`src/rtl/prga_fifo_counted.sv`:
```
// Parametrised FIFO with occupancy count, almost-full/almost-empty flags,
// sticky overflow/underflow flags and a standard or lookahead read port.
module prga_fifo_counted #(
   parameter int DATA_WIDTH         = 32,
   parameter int DEPTH_LOG2         = 4,
   parameter int LOOKAHEAD          = 0,
   parameter int ALMOST_FULL_THRES  = (2 ** DEPTH_LOG2) - 2,
   parameter int ALMOST_EMPTY_THRES = 1
) (
   input  logic                  clk,
   input  logic                  rst,
   output logic                  full,
   output logic                  almost_full,
   input  logic                  wr,
   input  logic [DATA_WIDTH-1:0] din,
   output logic                  empty,
   output logic                  almost_empty,
   input  logic                  rd,
   output logic [DATA_WIDTH-1:0] dout,
   output logic [DEPTH_LOG2:0]   count,
   output logic                  overflow,
   output logic                  underflow,
   input  logic                  clr_err
);

   localparam int DEPTH = 2 ** DEPTH_LOG2;

   typedef logic [DEPTH_LOG2-1:0] ptr_t;
   typedef logic [DEPTH_LOG2:0]   cnt_t;

   localparam cnt_t DEPTH_C = cnt_t'(DEPTH);
   localparam cnt_t AF_C    = cnt_t'(ALMOST_FULL_THRES);
   localparam cnt_t AE_C    = cnt_t'(ALMOST_EMPTY_THRES);

   logic [DATA_WIDTH-1:0] mem_q [DEPTH];

   ptr_t                  wptr_q, wptr_d;
   ptr_t                  rptr_q, rptr_d;
   cnt_t                  count_q, count_d;
   logic                  full_q, empty_q, afull_q, aempty_q;
   logic                  overflow_q, overflow_d;
   logic                  underflow_q, underflow_d;
   logic [DATA_WIDTH-1:0] dout_q, dout_d;
   logic [DATA_WIDTH-1:0] head_s;
   logic                  wr_acc_s, rd_acc_s;

   // Next-state: acceptance, pointers, occupancy, output register, error flags
   always_comb begin
      wr_acc_s = wr & ~full_q;
      rd_acc_s = rd & ~empty_q;
      wptr_d   = wr_acc_s ? (wptr_q + ptr_t'(1)) : wptr_q;
      rptr_d   = rd_acc_s ? (rptr_q + ptr_t'(1)) : rptr_q;

      case ({wr_acc_s, rd_acc_s})
         2'b10:   count_d = count_q + cnt_t'(1);
         2'b01:   count_d = count_q - cnt_t'(1);
         default: count_d = count_q;
      endcase

      // The incoming word becomes the head when nothing older survives this cycle
      if (wr_acc_s && (count_q == (rd_acc_s ? cnt_t'(1) : cnt_t'(0)))) begin
         head_s = din;
      end else begin
         head_s = mem_q[rptr_d];
      end

      dout_d = dout_q;
      if (LOOKAHEAD != 0) begin
         if (count_d != cnt_t'(0)) begin
            dout_d = head_s;
         end else begin
            dout_d = dout_q;
         end
      end else begin
         if (rd_acc_s) begin
            dout_d = mem_q[rptr_q];
         end else begin
            dout_d = dout_q;
         end
      end

      // A new error event takes priority over a clear in the same cycle
      overflow_d  = (wr & full_q)  | (overflow_q  & ~clr_err);
      underflow_d = (rd & empty_q) | (underflow_q & ~clr_err);
   end

   // Control state and registered flags
   always_ff @(posedge clk) begin
      if (rst) begin
         wptr_q      <= ptr_t'(0);
         rptr_q      <= ptr_t'(0);
         count_q     <= cnt_t'(0);
         full_q      <= 1'b0;
         empty_q     <= 1'b1;
         afull_q     <= 1'b0;
         aempty_q    <= 1'b1;
         overflow_q  <= 1'b0;
         underflow_q <= 1'b0;
         dout_q      <= {DATA_WIDTH{1'b0}};
      end else begin
         wptr_q      <= wptr_d;
         rptr_q      <= rptr_d;
         count_q     <= count_d;
         full_q      <= (count_d == DEPTH_C);
         empty_q     <= (count_d == cnt_t'(0));
         afull_q     <= (count_d >= AF_C);
         aempty_q    <= (count_d <= AE_C);
         overflow_q  <= overflow_d;
         underflow_q <= underflow_d;
         dout_q      <= dout_d;
      end
   end

   // Storage array, written only on accepted writes
   always_ff @(posedge clk) begin
      if (wr_acc_s && !rst) begin
         mem_q[wptr_q] <= din;
      end
   end

   assign full         = full_q;
   assign almost_full  = afull_q;
   assign empty        = empty_q;
   assign almost_empty = aempty_q;
   assign dout         = dout_q;
   assign count        = count_q;
   assign overflow     = overflow_q;
   assign underflow    = underflow_q;

endmodule

```
`config.mk`:
```
export PLATFORM = sky130hd
export DESIGN_NAME = prga_fifo_counted
export DESIGN_NICKNAME = d
export VERILOG_FILES = /design/src/rtl/prga_fifo_counted.sv
export SDC_FILE = /design/constraint.sdc
export NUM_CORES = 1
export LEC_CHECK = 0
export ABC_AREA = 1
export CAP_MARGIN = 15
export CELL_PAD_IN_SITES_DETAIL_PLACEMENT = 2
export CELL_PAD_IN_SITES_GLOBAL_PLACEMENT = 2
export CORE_ASPECT_RATIO = 0.6
export CORE_UTILIZATION = 46
export DETAILED_ROUTE_END_ITERATION = 8
export DONT_BUFFER_PORTS = 1
export PLACE_DENSITY_LB_ADDON = 0.3
export SYNTH_ARGS = -nofsm -noshare
export SYNTH_HDL_FRONTEND = slang
export SYNTH_SLANG_ARGS = --single-unit
```
`constraint.sdc`:
```
create_clock -name clk -period 10.4 [get_ports clk]
set_input_delay 2.6 -clock clk [delete_from_list [all_inputs] [get_ports clk]]
set_output_delay 2.6 -clock clk [all_outputs]
set_load 0.005 [all_outputs]
```
After elaboration in Yosys (flattened, before gate mapping)
Memories as Yosys holds them, arrays and structs flattened. A register that Yosys moved wholly into a read port is not among the register bits.
Index checks and enable logic that the tools add are counted.
{"block": "classes", "addsub": 4, "n_eq_ne": 3, "magnitude_cmp": 2, "n_reduce_logical": 3, "n_bitwise": 11, "muxes": 3}
{"operator": "$pmux W5 S2", "count": 1}
{"operator": "$add A4 B1 Y4 const B", "count": 2}
{"operator": "$and A1 B1 Y1", "count": 6}
{"operator": "$add A5 B1 Y5 const B", "count": 1}
{"operator": "$eq A5 B5 Y1 const B", "count": 1}
{"operator": "$ge A5 B4 Y1 const B", "count": 1}
{"operator": "$le A5 B1 Y1 const B", "count": 1}
{"operator": "$logic_not A5 Y1", "count": 1}
{"operator": "$sub A5 B1 Y5 const B", "count": 1}
{"operator": "$not A1 Y1", "count": 3}
{"operator": "$eq A2 B1 Y1 const B", "count": 1}
{"operator": "$eq A2 B2 Y1 const B", "count": 1}
{"operator": "$mux W1", "count": 2}
{"operator": "$or A1 B1 Y1", "count": 2}
{"operator": "$logic_and A1 B1 Y1", "count": 1}
{"operator": "$logic_not A1 Y1", "count": 1}
{"block": "word_totals", "n_memories": 1, "ram_bits": 512, "output_inout_bits": 43, "ff_bits": 19, "elab_cells": 36}
{"name": "mem_q", "depth": 16, "width": 32, "rd": 1, "rd_ports_with_merged_regs": 1, "write_ports": 1, "line_no": "35", "source": "logic [DATA_WIDTH-1:0] mem_q [DEPTH];"}

Depth between registers and ports, before layout
{"block": "logic_depth", "ltp_word": 5, "depth_mapped": 17, "mapped_depth_nobuf": 17}

Least setup slack after synthesis
OpenSTA, ideal clock, no wires.
{"block": "synth_path", "kind": "input -> register", "startpoint": "input rst", "endpoint": "memory mem_q[11][0] (enable)", "arrival_ns": 5.231, "path_buffers": 2, "cell_stages": 3, "t_required_ns": 9.939, "path_slack_ns": 4.708, "cell_sequence": "clkbuf_1 clkbuf_1 nor3_1"}
{"block": "synth_between", "elab_chain_len": 4}
{"element": "from (decl)", "line_no": "11", "source": "input logic rst,"}
{"element": "$logic_not A1 Y1", "line_no": "116", "source": "if (wr_acc_s && !rst) begin"}
{"element": "$logic_and A1 B1 Y1", "line_no": "116"}
{"element": "$mux W1", "line_no": "116"}
{"element": "$mux W1 (implied by the code)", "line_no": "117", "source": "mem_q[wptr_q] <= din;"}
{"element": "to (decl)", "line_no": "35"}
No other way between the ends.

Worst setup path in the final report
{"block": "layout_path", "startpoint": "input rd", "endpoint": "register full_q (netlist: full)"}
{"block": "layout_between", "elab_chain_len": 4}
{"element": "from (decl)", "line_no": "18", "source": "input logic rd,"}
{"element": "$and A1 B1 Y1 *", "line_no": "50", "source": "rd_acc_s = rd & ~empty_q;"}
{"element": "$eq A2 B1 Y1 or $eq A2 B2 Y1 (tied branches)", "line_no": "54", "source": "case ({wr_acc_s, rd_acc_s})"}
{"element": "$pmux W5 S2 *", "line_no": "54"}
{"element": "$eq A5 B5 Y1 *", "line_no": "104", "source": "full_q <= (count_d == DEPTH_C);"}
{"element": "to (signal assigned)", "line_no": "104"}
{"element": "to (decl)", "line_no": "40", "source": "logic full_q, empty_q, afull_q, aempty_q;"}
Mark *: on every way between the ends. The rest lies on a longest branch, timed or not.
A chain may end at the register's enable or synchronous reset.

==> results.cfg <==
[finish]
num-fill-cells = 4318
n_antenna_cell = 0
layout-area-overhead-vs-synth_pct = 10.5
post_route_cells_drive_above_1_share = 0.0816
num-nets-final = 1681

[logic_synthesis]
synth.lib_cells_used.distinct = 29
yosys-top-cells-area = sky130_fd_sc_hd__edfxtp_1 (70%), sky130_fd_sc_hd__nor2_1 (5.5%), sky130_fd_sc_hd__o21ai_0 (5.2%), sky130_fd_sc_hd__dfxtp_1 (4.7%), sky130_fd_sc_hd__o221ai_1 (3.3%)
yosysWarnings = 0
synth_largest_area_cell = sky130_fd_sc_hd__edfxtp_1
synth.cell_area_mm2 = 0.0219
synth_flop_cell = sky130_fd_sc_hd__edfxtp_1
synth_edf_count = 512
synth.avg_cell_area_um2 = 13.1
ys_async_sr_fraction = 0
synth.cells.most_frequent = sky130_fd_sc_hd__edfxtp_1 (512), sky130_fd_sc_hd__nor2_1 (322), sky130_fd_sc_hd__o21ai_0 (228)
post-synth-top-count-cell = sky130_fd_sc_hd__edfxtp_1
ys_seq_elements = 563
synth_seq_area_share = 0.748
syn_inst = 1668
postSynthNetCount = 1713
synth_top_area_frac = 0.702

[timing]
tightest_slew_ns = 1.07
setup_viol_count_final = 0
worst_clock_skew_ns = 0.0106
period_needed_ns = 4.93
hold_viol = 0
slew-limit-headroom = 0.290
max_frequency_mhz = 203
layout_worst_path_cycle_share = 0.474
finalSetupTns_ns = 0
rsz0062_at_grt = no
maxSlewViolCount = 0
hold_ws_ns = 0.530

[placement]
placement.io_buffers = 0
dp_hpwl_um = 39100
routabilityCongestion = 0.752

[clock_tree]
total_clock_buffers_created_by_cts = 52
clk_path_buf_depth = 3
number_of_resized_instances_in_the_post_cts_repair_step = 0
clock-root-buffer = sky130_fd_sc_hd__clkbuf_16
htree_levels = 2
post_cts.repair.setup_buffers = 0
clock_tree_from_tritoncts = built
clk_pin_slew_worst_paths_ns = 0.06
cts_hold_buf = 0
clock_sinks = 563
clock_latency_ns = 0.59

[die]
rows = 61
num_io_pins = 80
dieWidth_um = 284
coreArea_mm2 = 0.0466
die_height_um = 171
floorplan.die_area_mm2 = 0.0485
start_util = 0.470

[routing]
met2RoutedLength_um = 34300
route.met3.wl_um = 4210
drt_wl_total_um = 71000
iteration_count_of_the_initial_detailed_routing_pass = 5
wl_per_cell_um = 30.8
drt.antenna.violating_nets = 0
drt_drc_violations_left = 0
vias = 14400
drt-met1-wl_um = 30800
via_per_inst = 6.26
dr.max_layer_used = met4
number_of_drc_violations_after_detailed_routing_iteration_0 = 1257

[global_routing]
global_route_wire_length_before_repair_um = 104000
grt_util_all_layers = 0.292
grt_overflow_total = 0
first_global_vias = 15800
grt_antenna_before_repair = 1
pin_count_of_the_biggest_net_entering_global_routing = 101

[critical_path]
critical_path_arrival_ns = 5.43
r2r_start = rptr_q[0]
cp-endpoint = full
worst_path_max_fanout = 72
critPathLaunch = rd
reg2reg_depth = 10
r2r_setup_slack_ns = 6.88
required_time_of_the_critical_path_ns = 10.90
r2r_path_end = dout[11]
timing_worst_setup_path_type = input port to register
setup.worst_path.end_class = register
crit_path_start_kind = input port

[job]
drv_cap = 0

[power_and_ir_drop]
pwr_density_cell_mw_per_mm2 = 216
static-leakage-power_nw = 7.94
max-vdd-ir-drop_uv = 136
finalPower_w = 0.00524

[min_path]
min-delay-path-class = register to register

[run_status]
outcome = complete, no violations
## worst min path at each step
stage | start | end | slack, ns | cells past startpoint
floorplan | overflow | overflow | 0.46 | 2
global placement | underflow | underflow | 0.47 | 2
detailed placement | underflow | underflow | 0.50 | 2
CTS | overflow | overflow | 0.54 | 2
global route | overflow | overflow | 0.55 | 2
finish | full | overflow | 0.53 | 2
## where the power goes
group	internal [W]	switching, W
Clock	0.00109	0.000857
Sequential	0.00253	0.0000720
Combinational	0.000183	0.000500
## flip-flops by register name (all words and copies together) (netlist names), 4 cells and up
signal / flops
wptr_q: 4
dout: 32
count: 5
mem_q: 512
rptr_q: 4
## layout by cell type, fill, tap and decap left out, types with 9 or more instances in the layout
cell	synthesis	routed
sky130_fd_sc_hd__nor2_4	1	9
sky130_fd_sc_hd__nor2_1	322	314
sky130_fd_sc_hd__dfxtp_1	51	48
sky130_fd_sc_hd__o211ai_1	32	32
sky130_fd_sc_hd__o21ai_1	60	60
sky130_fd_sc_hd__clkbuf_16	0	53
sky130_fd_sc_hd__o21ai_0	228	228
sky130_fd_sc_hd__clkbuf_1	63	12
sky130_fd_sc_hd__clkinv_2	0	10
sky130_fd_sc_hd__clkinv_1	0	10
sky130_fd_sc_hd__buf_4	7	30
sky130_fd_sc_hd__a21oi_1	9	9
sky130_fd_sc_hd__edfxtp_1	512	512
sky130_fd_sc_hd__inv_1	58	54
sky130_fd_sc_hd__o221ai_1	82	82
sky130_fd_sc_hd__nand3_1	85	85
sky130_fd_sc_hd__o22ai_1	46	46
sky130_fd_sc_hd__nand2_1	32	32
## per-layer routing
metal	global-route usage	vias to the layer above
met3	0.0487	125
met4	0.0820	0
li1	-	6167
met1	0.395	7681
met5	0	-
met2	0.490	469
## area by class of cell
| cell class | count | area [um^2] | share of cell area |
|---|---|---|---|
| Inverter | 62 | 243 | 0.0100 |
| Clock buffer | 70 | 1440 | 0.0595 |
| Timing Repair Buffer | 32 | 280 | 0.0116 |
| Multi-Input combinational cell | 925 | 4820 | 0.199 |
| Sequential cell | 563 | 16400 | 0.677 |
| Clock inverter | 26 | 246 | 0.0102 |
| Tap cell | 630 | 788 | 0.0325 |
## stage by stage
| stage | worst slack (ns) | cells | area [um^2] | util |
|---|---|---|---|---|
| after floorplan | 4.71 | 1668 | 21900 | - |
| after global placement | 5.38 | 2210 | 22500 | 0.482 |
| after detailed placement | 5.01 | 2210 | 22500 | 0.482 |
| after CTS | 5.51 | 2306 | 24200 | 0.518 |
| after global routing | 5.35 | 2308 | 24200 | 0.519 |
| final | 5.47 | 2308 | 24200 | 0.519 |
## kinds of logic (layout without fill, tap and decap cells)
group | after synthesis | in the layout | synth area share
flip-flops | 563 | 563 | 0.748
AO/OA/AOI/OAI | 459 | 459 | 0.125
AND/OR/NAND/NOR | 456 | 456 | 0.0846
buffers and inverters | 180 | 190 | 0.0365
adder cells (fa/ha/maj) | 8 | 8 | 0.00457
XOR/XNOR | 2 | 2 | 0.000799
## worst max-delay path, cell delays in order
cell and delay [ns]:
sky130_fd_sc_hd__inv_1 0.04, sky130_fd_sc_hd__nor2_4 0.08, sky130_fd_sc_hd__buf_4 0.78, sky130_fd_sc_hd__nand2_2 0.28
sky130_fd_sc_hd__nand2_1 0.14, sky130_fd_sc_hd__nand2_1 0.09, sky130_fd_sc_hd__ha_1 0.20, sky130_fd_sc_hd__a21oi_1 0.22
sky130_fd_sc_hd__inv_1 0.10, sky130_fd_sc_hd__nand3_1 0.14, sky130_fd_sc_hd__nand2_1 0.09, sky130_fd_sc_hd__nand2_1 0.09
sky130_fd_sc_hd__nand2_1 0.08, sky130_fd_sc_hd__nand2_1 0.06, sky130_fd_sc_hd__nand2_1 0.09, sky130_fd_sc_hd__nor2_2 0.13
sky130_fd_sc_hd__inv_2 0.05, sky130_fd_sc_hd__nor2_1 0.13
No activity file was read; power rests on OpenSTA's default activity.
